`src/rtl/instr_encoder.sv`:
```
// instr_encoder: encodes RV64I instruction fields into 32-bit words and buffers
// them in a 2-entry FIFO with valid/ready handshakes on both sides.
// Optional feature: define INSTR_ENCODER_STATS_EN to add o_instr_count, a
// 16-bit wrapping count of words popped downstream.
module instr_encoder (
    input  logic        i_clk,
    input  logic        i_arstn,
    input  logic        i_valid,
    output logic        o_ready,
    input  logic [3:0]  i_type,
    input  logic [4:0]  i_rd,
    input  logic [4:0]  i_rs1,
    input  logic [4:0]  i_rs2,
    input  logic [2:0]  i_funct3,
    input  logic [6:0]  i_funct7,
    input  logic [31:0] i_imm,
    output logic        o_valid,
    input  logic        i_ready,
    output logic [31:0] o_instr,
    output logic        o_illegal
`ifdef INSTR_ENCODER_STATS_EN
    ,
    output logic [15:0] o_instr_count
`endif
);

    localparam int unsigned InstrW = 32;
    localparam int unsigned Depth  = 2;
`ifdef INSTR_ENCODER_STATS_EN
    localparam int unsigned CountW = 16;
`endif

    // Instruction class codes
    localparam logic [3:0] TypeLoad   = 4'b0000;
    localparam logic [3:0] TypeAluImm = 4'b0001;
    localparam logic [3:0] TypeJalr   = 4'b0010;
    localparam logic [3:0] TypeAluImmW= 4'b0011;
    localparam logic [3:0] TypeStore  = 4'b0100;
    localparam logic [3:0] TypeR      = 4'b0101;
    localparam logic [3:0] TypeRW     = 4'b0110;
    localparam logic [3:0] TypeBranch = 4'b0111;
    localparam logic [3:0] TypeJal    = 4'b1000;
    localparam logic [3:0] TypeAuipc  = 4'b1001;
    localparam logic [3:0] TypeLui    = 4'b1010;

    // Major opcodes
    localparam logic [6:0] OpLoad   = 7'b0000011;
    localparam logic [6:0] OpAluImm = 7'b0010011;
    localparam logic [6:0] OpJalr   = 7'b1100111;
    localparam logic [6:0] OpAluImmW= 7'b0011011;
    localparam logic [6:0] OpStore  = 7'b0100011;
    localparam logic [6:0] OpR      = 7'b0110011;
    localparam logic [6:0] OpRW     = 7'b0111011;
    localparam logic [6:0] OpBranch = 7'b1100011;
    localparam logic [6:0] OpJal    = 7'b1101111;
    localparam logic [6:0] OpAuipc  = 7'b0010111;
    localparam logic [6:0] OpLui    = 7'b0110111;

    typedef enum logic [1:0] {
        EMPTY = 2'd0,
        ONE   = 2'd1,
        FULL  = 2'd2
    } occ_e;

    occ_e              state_q, state_d;
    logic              wr_ptr_q, wr_ptr_d;
    logic              rd_ptr_q, rd_ptr_d;
    logic              valid_q, valid_d;
    logic              ready_q, ready_d;
    logic [InstrW-1:0] instr_q   [Depth];
    logic              illegal_q [Depth];

    logic [InstrW-1:0] enc_instr_c;
    logic              enc_illegal_c;
    logic              push_c;
    logic              pop_c;

    // Combinational field packing for the presented instruction class
    always_comb begin
        enc_instr_c   = '0;
        enc_illegal_c = 1'b0;
        unique case (i_type)
            TypeLoad:
                enc_instr_c = {i_imm[11:0], i_rs1, i_funct3, i_rd, OpLoad};
            TypeAluImm:
                enc_instr_c = {i_imm[11:0], i_rs1, i_funct3, i_rd, OpAluImm};
            TypeJalr:
                enc_instr_c = {i_imm[11:0], i_rs1, 3'b000, i_rd, OpJalr};
            TypeAluImmW:
                enc_instr_c = {i_imm[11:0], i_rs1, i_funct3, i_rd, OpAluImmW};
            TypeStore:
                enc_instr_c = {i_imm[11:5], i_rs2, i_rs1, i_funct3, i_imm[4:0], OpStore};
            TypeR:
                enc_instr_c = {i_funct7, i_rs2, i_rs1, i_funct3, i_rd, OpR};
            TypeRW:
                enc_instr_c = {i_funct7, i_rs2, i_rs1, i_funct3, i_rd, OpRW};
            TypeBranch:
                enc_instr_c = {i_imm[12], i_imm[10:5], i_rs2, i_rs1, i_funct3,
                               i_imm[4:1], i_imm[11], OpBranch};
            TypeJal:
                enc_instr_c = {i_imm[20], i_imm[10:1], i_imm[11], i_imm[19:12],
                               i_rd, OpJal};
            TypeAuipc:
                enc_instr_c = {i_imm[31:12], i_rd, OpAuipc};
            TypeLui:
                enc_instr_c = {i_imm[31:12], i_rd, OpLui};
            default: begin
                // Unknown classes travel down the stream as a flagged zero word
                enc_instr_c   = '0;
                enc_illegal_c = 1'b1;
            end
        endcase
    end

    assign push_c = i_valid & ready_q;
    assign pop_c  = valid_q & i_ready;

    // Occupancy next-state, pointer advance and registered handshake outputs
    always_comb begin
        state_d  = state_q;
        wr_ptr_d = wr_ptr_q;
        rd_ptr_d = rd_ptr_q;
        if (push_c) begin
            wr_ptr_d = ~wr_ptr_q;
        end
        if (pop_c) begin
            rd_ptr_d = ~rd_ptr_q;
        end
        unique case (state_q)
            EMPTY: if (push_c) state_d = ONE;
            ONE: begin
                if (push_c && !pop_c) begin
                    state_d = FULL;
                end else if (!push_c && pop_c) begin
                    state_d = EMPTY;
                end
            end
            FULL: if (pop_c) state_d = ONE;
            default: state_d = EMPTY;
        endcase
        valid_d = (state_d != EMPTY);
        ready_d = (state_d != FULL);
    end

    // Control state; reset empties the buffer and drops o_valid at once
    always_ff @(posedge i_clk or negedge i_arstn) begin
        if (!i_arstn) begin
            state_q  <= EMPTY;
            wr_ptr_q <= 1'b0;
            rd_ptr_q <= 1'b0;
            valid_q  <= 1'b0;
            ready_q  <= 1'b1;
        end else begin
            state_q  <= state_d;
            wr_ptr_q <= wr_ptr_d;
            rd_ptr_q <= rd_ptr_d;
            valid_q  <= valid_d;
            ready_q  <= ready_d;
        end
    end

    // Storage entries; cleared on reset so the head reads as zero afterwards
    always_ff @(posedge i_clk or negedge i_arstn) begin
        if (!i_arstn) begin
            for (int i = 0; i < int'(Depth); i++) begin
                instr_q[i]   <= '0;
                illegal_q[i] <= 1'b0;
            end
        end else if (push_c) begin
            instr_q[wr_ptr_q]   <= enc_instr_c;
            illegal_q[wr_ptr_q] <= enc_illegal_c;
        end
    end

    assign o_valid   = valid_q;
    assign o_ready   = ready_q;
    assign o_instr   = instr_q[rd_ptr_q];
    assign o_illegal = illegal_q[rd_ptr_q];

`ifdef INSTR_ENCODER_STATS_EN
    logic [CountW-1:0] count_q, count_d;

    always_comb begin
        count_d = count_q;
        if (pop_c) begin
            count_d = count_q + CountW'(1);
        end
    end

    // Wrapping count of words handed downstream
    always_ff @(posedge i_clk or negedge i_arstn) begin
        if (!i_arstn) begin
            count_q <= '0;
        end else begin
            count_q <= count_d;
        end
    end

    assign o_instr_count = count_q;
`endif

endmodule
```
`config.mk`:
```
export PLATFORM = sky130hd
export DESIGN_NAME = instr_encoder
export DESIGN_NICKNAME = d
export VERILOG_FILES = /design/src/rtl/instr_encoder.sv
export SDC_FILE = /design/constraint.sdc
export NUM_CORES = 1
export LEC_CHECK = 0
export CAP_MARGIN = 20
export CORE_MARGIN = 10
export CORE_UTILIZATION = 45
export CTS_CLUSTER_DIAMETER = 80
export DETAILED_ROUTE_END_ITERATION = 10
export GPL_TIMING_DRIVEN = 0
export PLACE_DENSITY = 0.75
export SETUP_SLACK_MARGIN = 0.1
export SYNTH_ARGS = -nofsm -noshare
export SYNTH_HDL_FRONTEND = slang
export SYNTH_SLANG_ARGS = --single-unit
```
`constraint.sdc`:
```
create_clock -name i_clk -period 1.9 [get_ports i_clk]
set_input_delay 0.38 -clock i_clk [delete_from_list [all_inputs] [get_ports i_clk]]
set_output_delay 0.38 -clock i_clk [all_outputs]
set_load 0.05 [all_outputs]
```
* Word level (Yosys, flattened, before mapping)
Index checks and enable logic that the tools add are counted.
** Storage, ports and cells
- Bits in registers :: 72
- Bits of input ports :: 65
- Output and inout bits :: 35
- Logic and storage cells :: 59
** Operators by class
- $lt $le $gt $ge :: 3
- Eq/ne operators :: 13
- Mux-type cells :: 19
- Bitwise operators :: 6
- Reduce and logical (&&, ||, !) cells :: 9
** Operators by type and width (number)
- $pmux W32 S11 :: 1
- $mux W32 :: 4
- $bwmux W64 :: 1
- $demux W32 S1 :: 1
- $eq A4 B3 Y1 const B :: 4
- $eq A4 B4 Y1 const B :: 3
- $reduce_or A11 Y1 :: 1
- $eq A4 B2 Y1 const B :: 2
- $mux W2 :: 4
- $pmux W2 S3 :: 1
- $mux W1 :: 5
- $eq A4 B1 Y1 const B :: 1
- $ge A2 B2 Y1 const B :: 2
- $logic_not A4 Y1 :: 1
- $not A1 Y2 :: 2
- $logic_and A1 B1 Y1 :: 3
- $and A1 B1 Y1 :: 2
- $bwmux W2 :: 1
- $eq A2 B1 Y1 const B :: 1
- $eq A2 B2 Y1 const B :: 1
- $logic_not A1 Y1 :: 2
- $logic_not A2 Y1 :: 1
- $lt A2 B1 Y1 const B :: 1
- $ne A2 B2 Y1 const B :: 1
- other kinds (3) :: 4

* Logic depth before layout (Yosys ltp)
- Depth in word-level cells :: 7
- Gate-level depth with buffers :: 6
- Depth with buffers taken out :: 4

* Least setup slack after synthesis
No wires, ideal clock.
- Kind :: register to register
- From :: register ready_q, in the netlist o_ready
- To :: register instr_q[56] in the netlist's numbering
- Library setup time :: 0.132 ns
- Data arrival time :: 1.549 ns
- Data required time :: 1.768 ns
- Slack :: 0.220 ns
- Stages on the path, launching flop included :: 7
- Buffers on the path :: 2
- Period minus slack after synthesis :: 1.680 ns
- Cell sequence :: dfstp_2 nand2_1 or2_1 buf_2 clkbuf_1 nand2_1 o21ai_0
** Between the ends
- Cells in the longest elaborated chain, start to end :: 1
** Ends and longest elaborated chain
- from (decl) :: line 69 : logic ready_q, ready_d;
- from (signal assigned) :: line 158 : ready_q <= ready_d;
- $and A1 B1 Y1 :: line 115 : assign push_c = i_valid & ready_q;
- to (signal, indexed assignment) :: line 170 : instr_q[wr_ptr_q] <= enc_instr_c;
- to (decl) :: line 70 : logic [InstrW-1:0] instr_q [Depth];
Every way passes these cells.
A chain may end at the register's enable or synchronous reset.

* Worst setup path in the final report
- From :: register rd_ptr_q
- To :: output o_instr[29]
** Between the ends
- Cells in the longest elaborated chain, start to end :: 4
** Ends and longest elaborated chain
- from (decl) :: line 67 : logic rd_ptr_q, rd_ptr_d;
- from (signal assigned) :: line 156 : rd_ptr_q <= rd_ptr_d;
- $not A1 Y2 (implied by the code) :: line 177 : assign o_instr = instr_q[rd_ptr_q];
- $mux W32 (implied by the code) (3 in a row) :: line 177
- to (decl) :: line 19 : output logic [31:0] o_instr,
Every way passes these cells. The select of a mux whose other input is x is not followed.

==> key figures <==
Route
  – Via count: 3362
  – Via-per-instance ratio: 5.50
  – Final wirelength: 11300 um
  – Final antenna-violating net count: 0
  – DR iter-0 viols: 223
  – Post-detailed-route wirelength per cell: 18.5 um
  – DRC violation count after routing: 0
  – Iteration count of the initial detailed-routing pass: 7

Yosys
  – Net count after synthesis: 455
  – Yosys warning count: 0
  – Number of enable-type register cells in the synthesized netlist: 0
  – Synthesized area per cell: 9.65 sq um
  – Biggest area contributors in the synthesized netlist: sky130_fd_sc_hd__dfrtp_1 46%, sky130_fd_sc_hd__mux2_2 11%, sky130_fd_sc_hd__nand2_1 7.6%, sky130_fd_sc_hd__o21ai_0 7.2%, sky130_fd_sc_hd__a22oi_1 2.2%
  – Number of register bits inferred by synthesis: 70
  – Number of library cell types mapped by synthesis: 48
  – Top cell type's share of synthesized area: 0.459
  – Most used DFF post-synth: sky130_fd_sc_hd__dfrtp_1
  – Fraction of the yosys area taken by sequential cells: 0.466
  – Post-Syn Area: 3760 sq um
  – Async S/R FF share, synth: 1.00
  – Instance count of the mapped netlist: 390
  – Cell type contributing the most total cell area after synthesis: sky130_fd_sc_hd__dfrtp_1

STA
  – Clock period minus final worst setup slack: 1.90 ns
  – Achievable Freq: 0.525 GHz
  – Setup repair after global routing missed its margin: yes
  – Worst Tran Pin Value: 0.871 ns
  – Max-slew violation total from the final report: 0
  – Worst-case hold slack: 0.123 ns
  – Number of endpoints with negative hold slack in the final report: 0
  – Worst clock skew: 0.0116 ns
  – Slew margin rel.: 0.420
  – TNS Setup: -0.00599 ns
  – Final-report setup violation count: 2
  – Final period utilization: 1.00
  – Final setup slack of the worst path: -0.00303 ns

Placed design
  – Detailed placer's ending HPWL: 8330 um
  – Total of buffers placed on input and output ports: 97
  – Final GP Congestion: 0.893

Floorplanning
  – Row cnt: 33
  – Effective utilization at floorplan: 0.461
  – Die area: 12400 sq um
  – Top-level I/O count: 100
  – Vertical extent of the die: 111 um
  – Core area: 8180 sq um
  – Die width: 111 um

Clocking
  – Clock input transition at the sequential cells of the worst setup and hold paths: 0.08 ns
  – Deepest level of the CTS H-tree: 3
  – Worst skew pair latency: 0.35 ns
  – Buffers from clock root to sink, at most: 2
  – Clock root buffer: sky130_fd_sc_hd__clkbuf_8
  – Number of buffers created by CTS: 9
  – Num Clock Sinks: 70
  – TritonCTS clock tree: done

Cells and area
  – Layout area overhead: 39.1%
  – Commonest cells after routing, fill and taps aside: 75 x sky130_fd_sc_hd__nand2_1, 69 x sky130_fd_sc_hd__dfrtp_1, 61 x sky130_fd_sc_hd__clkdlybuf4s50_1, 54 x sky130_fd_sc_hd__o21ai_0, 35 x sky130_fd_sc_hd__buf_6
  – Number of inserted diodes: 0
  – Post-layout util: 0.641
  – Number of nets in the layout: 566
  – Number of inserted filler cells in the final layout: 647
  – Layout cell share with drive strength beyond 1: 0.255
  – Most frequent standard cell in the layout excluding fill and tap cells: sky130_fd_sc_hd__nand2_1

Setup path
  – Critical path data required time: 1.52 ns
  – CP Capture Type: output pin
  – Register-to-register setup slack: 0.22 ns
  – CP max FO: 10
  – Worst reg2reg path startpoint: o_ready
  – Endpoint of the worst register-to-register path: instr_q[52]
  – CP arrival: 1.52 ns
  – Worst Setup Path Type: reg2out
  – Reg2Reg Depth: 5
  – Startpoint class of the critical path: flip-flop

Flow run
  – Max_cap viols: 0

Global route
  – Overall fraction of global-route tracks in use: 0.178
  – Maximum number of pins on one net before global-route repair: 71
  – Antenna violations before repair: 0
  – Wire length of the first global-routing pass: 18300 um
  – Number of global-route vias before repair: 3538
  – Overflow after GRT: 0

Status
  – Violations in the final reports: setup timing
  – Status: complete, but fails checks

Hold path
  – Worst hold-check path type: in2async

Pwr
  – Largest voltage drop on the vdd net: 0.792 mV
  – P_leak: 2.33 nW
  – Power Dens Cells: 1680 nW/um^2
state kept, by name, indices dropped and copies added, names as in the netlist:
signal,count
wr_ptr_q,1
o_valid,1
instr_q,62
state_q,2
o_ready,1
illegal_q,2
rd_ptr_q,1
worst max-delay path, stage by stage, from the launching register on:
cell and delay, ns:
sky130_fd_sc_hd__dfrtp_1 0.36, sky130_fd_sc_hd__buf_8 0.15, sky130_fd_sc_hd__buf_12 0.14, sky130_fd_sc_hd__mux2_2 0.36
sky130_fd_sc_hd__buf_6 0.16
Yosys cell counts, drive strengths merged, types with 7 or more instances:
master / n
mux2i: 7
nand2: 76
dfrtp: 69
clkbuf: 11
a21oi: 8
nand2b: 7
nor2: 11
mux2: 38
o31ai: 8
a22o: 9
buf: 21
o21ai: 63
a22oi: 11
stage by stage:
stage,instances,power (mW),setup slack (ns),cell area [sq um]
floorplan,390,5.63,0.220,3760
detailed placement,592,7.18,-0.539,4860
global route,611,9.29,-0.0448,5240
CTS,608,8.67,-0.0236,5150
finish,611,8.79,-0.00303,5240
global placement,592,7.08,-1.75,4870
cells by family after synthesis:
family | synth area share
XOR/XNOR | 0.0120
flip-flops | 0.466
multiplexers | 0.133
AO/OA/AOI/OAI | 0.201
AND/OR/NAND/NOR | 0.135
buffers and inverters | 0.0532
power by group:
part | internal [mW] | switching, mW
logic | 2.04 | 3.07
registers | 2.13 | 0.331
clock network | 0.642 | 0.574
routing by layer:
layer  vias up  wire [um]  global-route usage
met2       126       5550               0.301
met4         0        187              0.0480
met3        14        917              0.0671
met1      1617       4650               0.207
li1       1605          -                   -
met5         -          0                   0
area by class of cell:
class | instances | area (sq um) | area share
clock inverters | 5 | 58.8 | 0.0112
flip-flops and latches | 70 | 1750 | 0.335
multi-input cells | 282 | 1860 | 0.355
clock buffers | 11 | 141 | 0.0270
repair buffers | 100 | 1030 | 0.197
well taps | 105 | 131 | 0.0251
plain buffers | 32 | 240 | 0.0459
inverters | 6 | 22.5 | 0.00430
how the worst max path moves through the flow:
stage                   from           to  slack (ns)  cells past startpoint
global route        rd_ptr_q   o_instr[5]       -0.04                      4
floorplan            o_ready  instr_q[56]        0.22                      6
CTS                 rd_ptr_q  o_instr[23]       -0.02                      4
global placement     i_arstn      o_valid       -1.75                      1
detailed placement  rd_ptr_q   o_instr[5]       -0.54                      4
finish              rd_ptr_q  o_instr[29]      -0.003                      4
repair_timing:
action                                  in CTS  in global routing
setup buffers                                0                  3
pin swaps                                    0                  2
hold buffers                                 0                  0
resized for setup                          245                 24
endpoints found under the setup margin      39                 57
No activity file was read; power rests on OpenSTA's default activity.
